## src/rtl/reu_ram_sched.sv

```systemverilog
// rtl/reu_ram_sched.sv - two-client time-slot scheduler for one fixed-latency memory port
// Every grant owns a SLOT_LEN window, followed by a one-clock gap; refresh slots are inserted on demand.
module reu_ram_sched #(
   parameter int SLOT_LEN    = 4,
   parameter int MEM_LAT     = 1,
   parameter int REFRESH_INT = 384
) (
   input  logic        clk,
   input  logic        reset,
   input  logic        c0_req_i,
   input  logic [24:0] c0_addr_i,
   input  logic        c0_we_i,
   input  logic [7:0]  c0_wdata_i,
   output logic        c0_cycle_o,
   input  logic        c1_req_i,
   input  logic [24:0] c1_addr_i,
   input  logic        c1_we_i,
   input  logic [7:0]  c1_wdata_i,
   output logic        c1_cycle_o,
   output logic [7:0]  rdata_o,
   output logic        mem_req_o,
   output logic [24:0] mem_addr_o,
   output logic        mem_we_o,
   output logic [7:0]  mem_wdata_o,
   input  logic [7:0]  mem_rdata_i,
   output logic        mem_refresh_o
);

   localparam int KW = (SLOT_LEN > 2) ? $clog2(SLOT_LEN) : 1;
   localparam int RW = (REFRESH_INT > 2) ? $clog2(REFRESH_INT) : 1;
   localparam logic [1:0] OWN_C0  = 2'd0;
   localparam logic [1:0] OWN_C1  = 2'd1;
   localparam logic [1:0] OWN_REF = 2'd2;

   typedef enum logic [1:0] {IDLE, SLOT, GAP} state_t;

   state_t        state_q, state_d;
   logic [KW-1:0] k_q, k_d;
   logic [1:0]    owner_q, owner_d;
   logic          last_q, last_d;
   logic [RW-1:0] ref_cnt_q, ref_cnt_d;
   logic          ref_pend_q, ref_pend_d;
   logic          ref_clr;
   logic          c0_cycle_q, c0_cycle_d, c1_cycle_q, c1_cycle_d;
   logic          mem_req_q, mem_req_d, mem_refresh_q, mem_refresh_d;
   logic [24:0]   mem_addr_q, mem_addr_d;
   logic          mem_we_q, mem_we_d;
   logic [7:0]    mem_wdata_q, mem_wdata_d, rdata_q, rdata_d;

   always_ff @(posedge clk) begin
      if (reset) begin
         state_q       <= IDLE;
         k_q           <= '0;
         owner_q       <= OWN_C0;
         last_q        <= 1'b1;
         ref_cnt_q     <= '0;
         ref_pend_q    <= 1'b0;
         c0_cycle_q    <= 1'b0;
         c1_cycle_q    <= 1'b0;
         mem_req_q     <= 1'b0;
         mem_refresh_q <= 1'b0;
         mem_addr_q    <= '0;
         mem_we_q      <= 1'b0;
         mem_wdata_q   <= '0;
         rdata_q       <= '0;
      end else begin
         state_q       <= state_d;
         k_q           <= k_d;
         owner_q       <= owner_d;
         last_q        <= last_d;
         ref_cnt_q     <= ref_cnt_d;
         ref_pend_q    <= ref_pend_d;
         c0_cycle_q    <= c0_cycle_d;
         c1_cycle_q    <= c1_cycle_d;
         mem_req_q     <= mem_req_d;
         mem_refresh_q <= mem_refresh_d;
         mem_addr_q    <= mem_addr_d;
         mem_we_q      <= mem_we_d;
         mem_wdata_q   <= mem_wdata_d;
         rdata_q       <= rdata_d;
      end
   end

   // last_q names the client served most recently; on contention the other one wins
   always_comb begin
      state_d = state_q;
      k_d     = k_q;
      owner_d = owner_q;
      last_d  = last_q;
      ref_clr = 1'b0;
      case (state_q)
         IDLE: begin
            k_d = '0;
            if (ref_pend_q) begin
               owner_d = OWN_REF;
               ref_clr = 1'b1;
               state_d = SLOT;
            end else if (c0_req_i && c1_req_i) begin
               owner_d = last_q ? OWN_C0 : OWN_C1;
               last_d  = ~last_q;
               state_d = SLOT;
            end else if (c0_req_i) begin
               owner_d = OWN_C0;
               last_d  = 1'b0;
               state_d = SLOT;
            end else if (c1_req_i) begin
               owner_d = OWN_C1;
               last_d  = 1'b1;
               state_d = SLOT;
            end
         end
         SLOT: begin
            if (k_q == KW'(SLOT_LEN - 1)) state_d = GAP;
            else                          k_d = k_q + 1'b1;
         end
         GAP:     state_d = IDLE;
         default: state_d = IDLE;
      endcase
   end

   always_comb begin
      ref_cnt_d  = (ref_cnt_q == RW'(REFRESH_INT - 1)) ? '0 : ref_cnt_q + 1'b1;
      ref_pend_d = (ref_cnt_q == RW'(REFRESH_INT - 1)) | (ref_pend_q & ~ref_clr);
   end

   always_comb begin
      c0_cycle_d    = (state_d == SLOT) && (owner_d == OWN_C0);
      c1_cycle_d    = (state_d == SLOT) && (owner_d == OWN_C1);
      mem_req_d     = (state_q == SLOT) && (k_q == '0) && (owner_q != OWN_REF);
      mem_refresh_d = (state_q == SLOT) && (k_q == '0) && (owner_q == OWN_REF);
      mem_addr_d    = mem_addr_q;
      mem_we_d      = mem_we_q;
      mem_wdata_d   = mem_wdata_q;
      rdata_d       = rdata_q;
      if (mem_req_d) begin
         mem_addr_d  = (owner_q == OWN_C1) ? c1_addr_i  : c0_addr_i;
         mem_we_d    = (owner_q == OWN_C1) ? c1_we_i    : c0_we_i;
         mem_wdata_d = (owner_q == OWN_C1) ? c1_wdata_i : c0_wdata_i;
      end
      if ((state_q == SLOT) && (owner_q != OWN_REF) && !mem_we_q && (k_q == KW'(1 + MEM_LAT)))
         rdata_d = mem_rdata_i;
   end

   assign c0_cycle_o    = c0_cycle_q;
   assign c1_cycle_o    = c1_cycle_q;
   assign rdata_o       = rdata_q;
   assign mem_req_o     = mem_req_q;
   assign mem_addr_o    = mem_addr_q;
   assign mem_we_o      = mem_we_q;
   assign mem_wdata_o   = mem_wdata_q;
   assign mem_refresh_o = mem_refresh_q;

endmodule
```

## config.mk

```make
export PLATFORM = sky130hd
export DESIGN_NAME = reu_ram_sched
export DESIGN_NICKNAME = d
export VERILOG_FILES = /design/src/rtl/reu_ram_sched.sv
export SDC_FILE = /design/constraint.sdc
export NUM_CORES = 1
export LEC_CHECK = 0
export ABC_AREA = 0
export BUFFER_PORTS_ARGS = -buffer_cell sky130_fd_sc_hd__buf_4
export CAP_MARGIN = 20
export CORE_AREA = 2 2 60 119
export DETAILED_ROUTE_END_ITERATION = 8
export DIE_AREA = 0 0 62 121
export PLACE_DENSITY = 0.77
export SLEW_MARGIN = 20
export SYNTH_ARGS = -nofsm -noshare
export SYNTH_HDL_FRONTEND = slang
export SYNTH_SLANG_ARGS = --single-unit
```

## constraint.sdc

```tcl
create_clock -name clk -period 1.6 [get_ports clk]
set_clock_uncertainty 0.15 [all_clocks]
set_input_delay 0.08 -clock clk [delete_from_list [all_inputs] [get_ports clk]]
set_output_delay 0.08 -clock clk [all_outputs]
set_load 0.03 [all_outputs]
```

# [Yosys cells after proc, flatten, opt, wreduce, memory -nomap -nowiden]
# Index checks and enable logic that the tools add are counted.
[op_classes] n_addsub=2 n_eq_ne=10 mux=22 bitwise_logic=5 n_reduce_logical=18
[ops] op="25-bit 2-to-1 mux" n=1
[ops] op="2-bit 2-to-1 mux" n=11
[ops] op="9-bit by 1-bit adder with 9-bit output (second input constant)" n=1
[ops] op="9-bit == test (second input constant)" n=1
[ops] op="1-bit logical AND" n=9
[ops] op="2-bit by 1-bit == test with 1-bit output (second input constant)" n=4
[ops] op="8-bit 2-to-1 mux" n=1
[ops] op="2-bit one-hot mux with 2 select lines" n=2
[ops] op="1-bit 2-to-1 mux" n=7
[ops] op="2-bit == test (second input constant)" n=3
[ops] op="2-bit logical NOT" n=3
[ops] op="2-bit != test (second input constant)" n=2
[ops] op="1-bit NOT" n=3
[ops] op="3-bit AND reduction" n=1
[ops] op="3-bit nonzero test" n=1
[ops] op="2-bit by 1-bit adder with 2-bit output (second input constant)" n=1
[ops] op="2-bit AND reduction" n=1
[ops] op="2-bit nonzero test" n=1
[ops] op="2-bit OR reduction" n=1
[ops] op="1-bit AND" n=1
[ops] op="1-bit logical NOT" n=1
[ops] op="1-bit bitwise OR" n=1
[word_totals] register_bits=63 input_bits=80 output_inout_bits=46

# [Longest topological paths before layout]
[depth] word_depth=7 depth_mapped=6 ltp_nobuf=5

# [Worst setup path before layout]
# OpenSTA, ideal clock, no wires.
[synth_path] path_kind="flip-flop to flip-flop" startpoint="register owner_q[0]" endpoint="register rdata_q[0] (netlist: rdata_o[0])" t_arrival_ns=1.357 required_time_ns=1.322 setup_slack_ns=-0.035 path_stages_with_launch=6 n_path_buf=1 synth_period_minus_slack_ns=1.635 cell_sequence="dfxtp_1 -> and2b_1 -> or4b_4 -> buf_6 -> mux2i_1 -> nor2_1"
[synth_between] elab_chain_len=4
[synth_rtl] item="from (decl)" line="39" text="logic [1:0] owner_q, owner_d;"
[synth_rtl] item="from (signal assigned)" line="69" text="owner_q <= owner_d;"
[synth_rtl] item="2-bit != test" line="140" text="if ((state_q == SLOT) && (owner_q != OWN_REF) && !mem_we_q && (k_q == KW'(1 + MEM_LAT)))"
[synth_rtl] item="1-bit logical AND (3 in series)" line="140"
[synth_rtl] item="to (signal assigned)" line="80" text="rdata_q <= rdata_d;"
[synth_rtl] item="to (decl)" line="48" text="logic [7:0] mem_wdata_q, mem_wdata_d, rdata_q, rdata_d;"
# No other way between the ends.
# A chain may end at the register's enable or synchronous reset.

# [Worst setup path after layout]
[layout_path] startpoint="register owner_q[0]" endpoint="register mem_wdata_q[1] (netlist: mem_wdata_o[1])"
[layout_between] elab_chain_len=2
[layout_rtl] item="2-bit by 1-bit == test with 1-bit output or 2-bit != test (tied branches)" line="138, 129"
[layout_rtl] item="8-bit 2-to-1 mux or 1-bit logical AND (tied branches)" line="138, 129"
[layout_rtl] item="to (signal assigned)" line="79" text="mem_wdata_q <= mem_wdata_d;"
[layout_rtl] item="to (decl)" line="48"
# Several ways; a longest one is shown, not always the timed one.

==> results.toml <==
[status]
outcome = "finished, violations left"
violations = "setup timing"

[synthesis]
synth.distinct_cells = 35
yosys.area.top_type = "dfxtp_1"
synth_top_area_share_pct = 47.7
netlist_instances = 277
synth_compound_area_share_pct = 13.8
synth-seq-area-share_pct = 47.7
syn-num-nets = 361
synth_top_family_by_area = "multiplexers"
synthAdderAreaFrac_pct = 1.89
synth-simple-area-share_pct = 15.8
syn_area_per_cell_um2 = 9.54
yosysWarnings = 0
synth_xor_area_share_pct = 0.994
ys_ff_latch = 63
syn_area_mm2 = 0.00264
synth.area.mux_share_pct = 15.9
synth_area_leaders = "dfxtp_1 (48%), mux2i_1 (16%), a211oi_1 (9.7%), nor2_1 (8.2%), buf_2 (1.9%)"

[cells_and_area]
antenna-diode-count = 0
layout-drive-gt1-share_pct = 44.2
final_cell_mix = "buf_4 (143), dfxtp_1 (59), dlygate4sd3_1 (53), nor2_1 (44), mux2i_1 (42)"
area_growth_pct = 89.4
final_area_mm2 = 0.00500
nFillCells = 413
layout_commonest_cell = "buf_4"
final_cell_count_no_fill = 572
nets = 563

[grt]
grt_antenna_before_repair = 0
grt_use_total_pct = 25.5
gr-total-overflow = 0
grt_pass1_wl_um = 14100
grt_pass1_vias = 3056
top_usage_layer = "met2"
gr-usage-met3_pct = 4.69
use_met2_pct = 46.3
grt_max_degree = 43
grt_util_met1_pct = 25.3

[floorplan]
die_w_um = 62
dieArea_mm2 = 0.00750
num_rows = 42
fp.dieH_um = 121
design.core.area_mm2 = 0.00657
ioPinCount = 126
start_util_pct = 40.2

[power_and_ir_drop]
leakage_nw = 2.19
power_density_mw_per_mm2 = 969
peakVddDrop_mv = 1.03

[worst_setup_path]
worstPathArrival_ns = 1.77
required_ns = 1.68
worstSetupPathType = "flip-flop to flip-flop"
crit_path_start_kind = "flip-flop"
cp_max_fo = 5
endpoint_kind = "flip-flop"
r2r_cells = 7

[route]
dr.pass1.iters = 4
dr_total_vias = 2912
drt_iter0_drc = 124
wl_um = 9700
drc = 0
wire_per_inst_um = 16.9
viasPerCell = 5.09
antenna_left = 0

[sta]
fmax_mhz = 589
fin_hold_ws_ns = 0.00590
finalCritPeriodShare_pct = 106
min_period_ns = 1.70
maxSlewViolCount = 0
setup_ws_ns = -0.0975
hold_viol = 0
finalSetupViolations = 43
max_slew_margin_pct = 69.1
tightest_slew_ns = 0.464
rsz0062_at_grt = "yes"

[placed_design]
place_area_mm2 = 0.00379
port_buffers = 125
dp_cells = 489
gp_congestion = 0.802
hpwl_um = 4960
place_ws_ns = -0.0501

[worst_hold_path]
worstHoldPathType = "input port to flip-flop"
hold_path_depth = 3

[clock_tree]
htreeDepth = 3
clockRootBuffer = "clkbuf_16"
clock_latency_ns = 0.32
cts.clk_slew.worst_paths_ns = 0.05
cts_max_path_buffers = 2
tritoncts_num_sinks = 63
cts_buffers = 9
cts_tree = "done"

[flow_run]
max_cap_violations = 0
what timing repair did:
| action | in CTS | in global routing |
|---|---|---|
| endpoints found under the setup margin | 43 | 46 |
| gates resized for setup | 24 | 24 |
| cloned | 5 | 2 |
| pin swaps | 12 | 11 |
| hold buffers | 53 | 0 |
| setup buffers | 6 | 1 |
| endpoints found under the hold margin | 33 | 0 |
worst max-delay path: stages, from the launching register on:
cell,delay [ns]
dfxtp_2,0.31
and2b_2,0.25
nor3b_4,0.25
buf_6,0.14
buf_8,0.13
buf_16,0.14
nor2_2,0.04
a211oi_1,0.20
logic make-up after synthesis:
group | count (synthesis)
and+or+nand+nor | 90
DFF | 63
AOI/OAI and AO/OA | 53
muxes | 42
buffers and inverters | 22
adders and majority gates | 4
xor gates and xnor gates | 3
power by group:
group / total (mW) / switching, mW / internal [mW] / leakage, nW
Combinational: 1.20 / 0.590 / 0.612 / 1.54
Sequential: 1.75 / 0.0711 / 1.68 / 0.519
Clock: 1.89 / 0.649 / 1.25 / 0.140
Total: 4.85 / 1.31 / 3.54 / 2.19
metrics by stage:
stage | TNS (ns) | power (mW) | util [%]
6_report | -2.48 | 4.85 | 76.2
5_1_grt | -4.84 | 5.02 | 76.2
4_1_cts | -1.00 | 4.77 | 74.0
3_5_place_dp | -0.626 | 2.63 | 57.7
3_3_place_gp | -0.175 | 2.61 | 57.7
2_1_floorplan | 0 | 2.24 | -
final cells by class:
class	instances	area [um2]	area share [%]
Clock inverter	3	42.5	0.850
Tap cell	88	110	2.20
Sequential cell	63	1270	25.3
Inverter	4	15.0	0.300
Timing Repair Buffer	209	1890	37.7
Clock buffer	13	250	5.00
Multi-Input combinational cell	192	1430	28.6
Yosys cell counts (all sizes together):
library cell,instances
a211oi,34
a21o,1
a21oi,9
a31oi,1
a32oi,1
and2,1
and2b,1
and3,2
and4b,1
buf,11
clkbuf,7
dfxtp,63
ha,4
inv,4
mux2i,42
nand2,7
nand2b,1
nand3,4
nand4,1
nor2,58
nor2b,3
nor3,4
nor3b,2
nor4,1
o21ai,4
o21bai,1
o31ai,2
or2,1
or3,1
or4b,2
xnor2,1
xor2,2
flip-flops by register name, summed over array words and instances, names as in the netlist:
register	count
c1_cycle_o	1
mem_addr_o	25
ref_cnt_q	9
state_q	2
mem_we_o	1
mem_req_o	1
owner_q	2
mem_refresh_o	1
ref_pend_q	1
c0_cycle_o	1
k_q	2
rdata_o	8
last_q	1
mem_wdata_o	8
metal layers:
layer  vias to the layer above  routed length, um
li1                       1394                  -
met3                        29                325
met4                         0                376
met5                         -                  0
met2                        96               5760
met1                      1393               3240
path summary, 6_finish.rpt:
| path | startpoint | endpoint | slack (ns) |
|---|---|---|---|
| max | owner_q[0]$_SDFF_PP0_ | mem_wdata_o[1]$_SDFFE_PP0P_ | -0.1 |
| min | c1_addr_i[1] | mem_addr_o[1]$_SDFFE_PP0P_ | 0.006 |
| max reg2reg | owner_q[0]$_SDFF_PP0_ | mem_wdata_o[1]$_SDFFE_PP0P_ | -0.1 |
| min reg2reg | mem_wdata_o[4]$_SDFFE_PP0P_ | mem_wdata_o[4]$_SDFFE_PP0P_ | 0.34 |
No activity file was read; power rests on OpenSTA's default activity.
